--- config.mk ---
export PLATFORM = sky130hd
export DESIGN_NAME = router_dest_fifo_bank
export DESIGN_NICKNAME = d
export VERILOG_FILES = /design/src/rtl/router_dest_fifo_bank.sv
export SDC_FILE = /design/constraint.sdc
export NUM_CORES = 1
export LEC_CHECK = 0
export CORE_ASPECT_RATIO = 1.4
export CORE_MARGIN = 2
export CORE_UTILIZATION = 25
export CTS_CLUSTER_SIZE = 16
export DETAILED_ROUTE_END_ITERATION = 10
export HOLD_SLACK_MARGIN = 0.15
export PLACE_DENSITY = 0.36
export SYNTH_ARGS = -nofsm -noshare
export SYNTH_HDL_FRONTEND = slang
export SYNTH_SLANG_ARGS = --single-unit
--- constraint.sdc ---
create_clock -name clock -period 6.8 [get_ports clock]
set_input_delay 1.7 -clock clock [delete_from_list [all_inputs] [get_ports clock]]
set_output_delay 1.7 -clock clock [all_outputs]
set_load 0.005 [all_outputs]
--- src/rtl/router_dest_fifo_bank.sv ---
// router_dest_fifo_bank
// Destination-side buffer bank. It holds NUM_CH independent packet FIFOs, one
// for each destination port. Each FIFO has its own valid_out/read_enb/data_out
// handshake. Each channel also tracks packet boundaries (pkt_end). A channel
// whose valid_out stays high without being read for TIMEOUT cycles is flushed.
//
// Ports:
//   clock       system clock, all logic on posedge
//   reset       asynchronous active-high reset, clears all state
//   data_in     write data shared by every channel
//   lfd_state   high when data_in is a packet header byte
//   write_enb   per-channel write strobe
//   read_enb    per-channel read strobe from the destination
//   valid_out   channel i holds at least one entry
//   data_out    registered read data, channel i at [i*DATA_W +: DATA_W]
//   full        channel i holds DEPTH entries
//   empty       channel i holds no entries
//   pkt_end     one-cycle pulse while data_out shows the last byte of a packet
//   soft_reset  one-cycle pulse when channel i has timed out and was flushed
module router_dest_fifo_bank #(
  parameter int DATA_W  = 8,
  parameter int DEPTH   = 16,
  parameter int NUM_CH  = 3,
  parameter int TIMEOUT = 30
) (
  input  logic                     clock,
  input  logic                     reset,
  input  logic [DATA_W-1:0]        data_in,
  input  logic                     lfd_state,
  input  logic [NUM_CH-1:0]        write_enb,
  input  logic [NUM_CH-1:0]        read_enb,
  output logic [NUM_CH-1:0]        valid_out,
  output logic [NUM_CH*DATA_W-1:0] data_out,
  output logic [NUM_CH-1:0]        full,
  output logic [NUM_CH-1:0]        empty,
  output logic [NUM_CH-1:0]        pkt_end,
  output logic [NUM_CH-1:0]        soft_reset
);

  localparam int ADDR_W = $clog2(NUM_CH);
  localparam int AW     = $clog2(DEPTH);
  localparam int PTR_W  = AW + 1;
  localparam int CNT_W  = DATA_W - ADDR_W + 1;
  localparam int TMO_W  = $clog2(TIMEOUT) + 1;

  for (genvar ch = 0; ch < NUM_CH; ch++) begin : g_ch
    logic [DATA_W:0]   mem_q [DEPTH];
    logic [PTR_W-1:0]  wr_ptr_q, wr_ptr_d;
    logic [PTR_W-1:0]  rd_ptr_q, rd_ptr_d;
    logic [CNT_W-1:0]  cnt_q, cnt_d;
    logic [TMO_W-1:0]  tmo_q, tmo_d;
    logic [DATA_W-1:0] dout_q, dout_d;
    logic              pkt_end_q, pkt_end_d;
    logic              soft_q, soft_d;
    logic              full_w, empty_w, stall, fire, do_wr, do_rd;
    logic [DATA_W:0]   rd_entry;

    // The extra pointer MSB tells a full FIFO apart from an empty one when the
    // address bits of both pointers are equal.
    assign empty_w  = (wr_ptr_q == rd_ptr_q);
    assign full_w   = (wr_ptr_q[AW] != rd_ptr_q[AW]) &&
                      (wr_ptr_q[AW-1:0] == rd_ptr_q[AW-1:0]);
    assign stall    = !empty_w && !read_enb[ch];
    assign fire     = stall && (tmo_q == TMO_W'(TIMEOUT - 1));
    // A write that arrives in the same cycle as a flush is lost.
    assign do_wr    = write_enb[ch] && !full_w && !fire;
    assign do_rd    = read_enb[ch] && !empty_w;
    assign rd_entry = mem_q[rd_ptr_q[AW-1:0]];

    always_comb begin
      wr_ptr_d  = wr_ptr_q;
      rd_ptr_d  = rd_ptr_q;
      cnt_d     = cnt_q;
      dout_d    = dout_q;
      pkt_end_d = 1'b0;
      soft_d    = 1'b0;
      tmo_d     = stall ? tmo_q + TMO_W'(1) : '0;
      if (fire) begin
        wr_ptr_d = '0;
        rd_ptr_d = '0;
        cnt_d    = '0;
        tmo_d    = '0;
        dout_d   = '0;
        soft_d   = 1'b1;
      end else begin
        if (do_wr) wr_ptr_d = wr_ptr_q + PTR_W'(1);
        if (do_rd) begin
          rd_ptr_d = rd_ptr_q + PTR_W'(1);
          dout_d   = rd_entry[DATA_W-1:0];
          // The header carries the payload length above the address field.
          // One is added to the count so that the parity byte is included.
          if (rd_entry[DATA_W]) begin
            cnt_d = CNT_W'(rd_entry[DATA_W-1:ADDR_W]) + CNT_W'(1);
          end else if (cnt_q != '0) begin
            cnt_d     = cnt_q - CNT_W'(1);
            pkt_end_d = (cnt_q == CNT_W'(1));
          end
        end
      end
    end

    // The storage array has no reset. The pointers alone decide which
    // entries are valid.
    always_ff @(posedge clock) begin
      if (do_wr) mem_q[wr_ptr_q[AW-1:0]] <= {lfd_state, data_in};
    end

    always_ff @(posedge clock or posedge reset) begin
      if (reset) begin
        wr_ptr_q  <= '0;
        rd_ptr_q  <= '0;
        cnt_q     <= '0;
        tmo_q     <= '0;
        dout_q    <= '0;
        pkt_end_q <= 1'b0;
        soft_q    <= 1'b0;
      end else begin
        wr_ptr_q  <= wr_ptr_d;
        rd_ptr_q  <= rd_ptr_d;
        cnt_q     <= cnt_d;
        tmo_q     <= tmo_d;
        dout_q    <= dout_d;
        pkt_end_q <= pkt_end_d;
        soft_q    <= soft_d;
      end
    end

    assign valid_out[ch]                  = !empty_w;
    assign empty[ch]                      = empty_w;
    assign full[ch]                       = full_w;
    assign data_out[ch*DATA_W +: DATA_W]  = dout_q;
    assign pkt_end[ch]                    = pkt_end_q;
    assign soft_reset[ch]                 = soft_q;
  end

endmodule

==> results.py <==
metrics = {
    "worst_setup_path": {
        "worst_setup_path_start_kind": "flip-flop",
        "end_kind": "output pin",
        "rr_startpoint": "g_ch[2].rd_ptr_q[0]$_DFFE_PP0P_",
        "cp-startpoint": "g_ch[1].rd_ptr_q[0]$_DFFE_PP0P_",
        "critPathMaxFanout": 18,
        "slowest_delay_ns": 0.73,
        "path_delay_family": "simple AND/OR/NAND/NOR gates",
        "cp.depth": 5,
        "ff2ff_path_depth": 7,
        "crit_slowest_cell": "dfrtp_2",
        "r2r-end": "g_ch[2].mem_q[2][7]$_DFFE_PP_",
        "endpoint": "empty[1]",
        "path_cells": "xor2_1 > nor4_1 > nand2_1 > inv_1 > clkdlybuf4s50_1",
        "worstPathArrival_ns": 2.98,
        "worst_ep_required_time_ns": 5.10,
        "criticalPathCategory": "flip-flop to output pin",
        "r2r_slack_ns": 3.08,
        "path_buf_inv": 2,
    },
    "global_routing": {
        "grt_pass1_wl_mm": 82.29,
        "grt_overflow": 0,
        "grt_pass1_vias": 12200,
        "antenna_found_initial": 0,
        "grt_usage_pct": 12.46,
        "grt_max_degree": 57,
    },
    "routing": {
        "num_vias": 11236,
        "drt_iter0_markers": 612,
        "drc": 0,
        "ant_nets": 0,
        "vias_per_cell": 4.370,
        "wire_per_inst_microns": 21.40,
        "wirelength_mm": 55.01,
        "drt_first_pass_iters": 5,
    },
    "timing": {
        "min_period_over_period_pct": 68.86,
        "setup_viol": 0,
        "rsz0062_at_grt": "false",
        "period_minus_slack_ns": 4.683,
        "worst_pin_slew_ns": 1.233,
        "clock_skew_ns": 0.02321,
        "holdWs_ns": 0.4941,
        "clock.fmax_ghz": 0.2136,
        "finalMaxSlewViolations": 0,
        "relSlewSlack_pct": 17.19,
        "fin_tns_setup_ns": 0,
        "final_hold_viol_count": 0,
    },
    "layout": {
        "layoutNonFillerInstCount": 2571,
        "drive_gt1_share_pct": 18.07,
        "area_delta_synth_final_pct": 16.77,
        "final_nets": 1403,
        "design_area_sq_mm": 0.02562,
    },
    "synth": {
        "postSynthCellCount": 1278,
        "async_reset_ff_share_pct": 18.64,
        "syn_area_sq_mm": 0.02194,
        "synth_seq_cells": 531,
        "yosys_warnings": 0,
        "ys.flop_type": "edfxtp_1",
        "synth_enable_flop_cells": 432,
        "synthesis.nets": 1328,
        "ys_types": 62,
        "yosysSeqAreaShare_pct": 70.42,
        "syn_avg_cell_area_sq_um": 17.17,
    },
    "power": {
        "swShare_pct": 33.57,
        "switchingPower_mw": 3.741,
        "seq_power_share_pct": 39.9,
        "totalPowerFinal_mw": 11.14,
        "peakVddDrop_uv": 192.0,
        "p_leak_nw": 8.563,
        "power.internal_mw": 7.403,
        "power_frac_comb_pct": 32.5,
        "p_per_area_mw_per_mm2": 435.0,
        "pwr-share-clk_pct": 27.6,
    },
    "clock_network": {
        "cts_resized": 0,
        "cts.reportedPaths.clkPinSlew_ns": 0.06,
        "cts_made_buffers": 57,
        "clkLatencyLatePin_ns": 0.62,
        "root_buffer": "clkbuf_16",
        "ctsHoldBuffers": 0,
        "clockBufferDepth": 3,
        "htreeDepth": 2,
        "clock-sinks": 531,
        "cts_tree": "yes",
        "post_cts_buffers": 0,
    },
    "job": {
        "drv_cap": 0,
    },
    "hold_path": {
        "hold_path.startpoint": "g_ch[1].tmo_q[0]$_DFF_PP0_",
        "hp-class": "flip-flop to flip-flop",
    },
    "die": {
        "die_w_microns": 254.4,
        "core-area_sq_mm": 0.08696,
        "die-area_sq_mm": 0.09018,
        "num_rows": 128,
        "initial_core_util_pct": 25.23,
        "ioPinCount": 56,
        "die_y_microns": 354.5,
    },
    "status": {
        "status": "finished clean",
    },
    "placement": {
        "hpwl_mm": 34.40,
        "placed_cell_area_sq_mm": 0.02379,
        "portBuffers": 55,
        "gp_congestion": 0.7256,
        "dp.cells": 2464,
    },
}
==> worst min path at each step <==
stage	end	slack [ns]	depth (start not counted)
after floorplan	g_ch[0].tmo_q[0]$_DFF_PP0_	0.46	1
after global placement	g_ch[2].tmo_q[0]$_DFF_PP0_	0.48	1
after detailed placement	g_ch[0].tmo_q[0]$_DFF_PP0_	0.48	1
after CTS	g_ch[1].tmo_q[0]$_DFF_PP0_	0.50	1
after global routing	g_ch[1].tmo_q[0]$_DFF_PP0_	0.52	1
final	g_ch[1].tmo_q[0]$_DFF_PP0_	0.49	1
==> cell families after synthesis <==
group                    synth area share [%]
AO/OA/AOI/OAI                           3.941
XOR/XNOR                                2.515
adder cells (fa/ha/maj)                 1.882
buffers and inverters                   2.179
flip-flops                              70.42
multiplexers                            12.56
AND/OR/NAND/NOR                         6.507
==> cell usage in the layout, fill, tap and decap left out, drive strengths merged, types with 6 or more instances in the layout <==
master	instances
ha	33
o21ai	29
nand2b	13
clkdlybuf4s50	46
and2	12
nor3	25
a22oi	21
mux2i	6
clkbuf	77
edfxtp	432
clkinv	21
dfrtp	99
xor2	43
buf	39
mux4	119
a21oi	17
nand4	16
nand2	77
inv	29
nor2	111
xnor2	20
nor2b	9
nand3	22
a22o	24
==> cell type report <==
cell class              instances  area, sq um
diodes                          1        2.502
fillers                      8645        61350
clock inverters                29        275.3
flip-flops and latches        531        15450
well taps                    1170         1464
multi-input cells             650         6041
clock buffers                  77         1543
inverters                      28        107.6
repair buffers                 85        730.7
==> power groups by stage <==
| stage | sequential [mW] | combinational [mW] | clock [mW] |
|---|---|---|---|
| 2_1_floorplan | 4.30 | 2.62 | 0 |
| 3_3_place_gp | 4.52 | 3.74 | 0 |
| 3_5_place_dp | 4.52 | 3.72 | 0 |
| 4_1_cts | 4.46 | 3.74 | 3.19 |
| 5_1_grt | 4.53 | 4.01 | 3.31 |
| 6_report | 4.44 | 3.63 | 3.07 |
==> layer usage <==
layer  track usage [%]  part of all wire (%)
met1             15.54                    43
met5                 0                     0
met2             21.91                    52
met4             3.765                   2.4
met3             2.141                   3.4
==> worst reg2reg max path, cell delays in order, from the launching register on <==
cell and delay, ns:
dfrtp_2 0.58, xor2_1 0.25, nor4_2 0.59, a2111oi_4 0.15, buf_4 0.22, nor2b_1 0.34
nand2_1 0.23, nor3_1 0.98
==> sequential cells by signal, indices dropped and copies added (netlist names) <==
| register | cells |
|---|---|
| g_ch.wr_ptr_q | 15 |
| g_ch.pkt_end_q | 3 |
| g_ch.tmo_q | 18 |
| g_ch.mem_q | 432 |
| g_ch.rd_ptr_q | 15 |
| g_ch.cnt_q | 21 |
| g_ch.dout_q | 24 |
| g_ch.soft_q | 3 |
==> synthesized netlist by cell type, types with 3 or more instances <==
| cell type | instances | area share (%) |
|---|---|---|
| nand2_1 | 76 | 1.3 |
| mux2i_1 | 6 | 0.27 |
| xnor2_1 | 20 | 0.80 |
| edfxtp_1 | 432 | 59 |
| nand4_1 | 16 | 0.46 |
| nor2b_1 | 9 | 0.26 |
| xor2_1 | 43 | 1.7 |
| a221oi_1 | 3 | 0.12 |
| o21ai_0 | 27 | 0.62 |
| buf_1 | 6 | 0.10 |
| nand2b_1 | 13 | 0.37 |
| or4_1 | 4 | 0.14 |
| or3_1 | 5 | 0.14 |
| a22oi_1 | 21 | 0.72 |
| clkbuf_1 | 26 | 0.44 |
| o22ai_1 | 5 | 0.14 |
| buf_2 | 18 | 0.41 |
| ha_1 | 33 | 1.9 |
| and2_1 | 12 | 0.34 |
| nor3_1 | 25 | 0.57 |
| inv_1 | 28 | 0.48 |
| mux4_2 | 118 | 12 |
| nand3_1 | 21 | 0.48 |
| nor2_1 | 111 | 1.9 |
| dfrtp_1 | 99 | 11 |
| nor4_1 | 3 | 0.086 |
| a21oi_1 | 17 | 0.39 |
| buf_4 | 16 | 0.55 |
| a22o_1 | 24 | 0.96 |
==> stage by stage <==
stage	setup WS [ns]	util, %
2_1_floorplan	2.510	-
3_3_place_gp	2.383	27.36
3_5_place_dp	2.291	27.36
4_1_cts	1.933	29.45
5_1_grt	1.790	29.46
6_report	2.117	29.46
No activity file was read; power rests on OpenSTA's default activity.
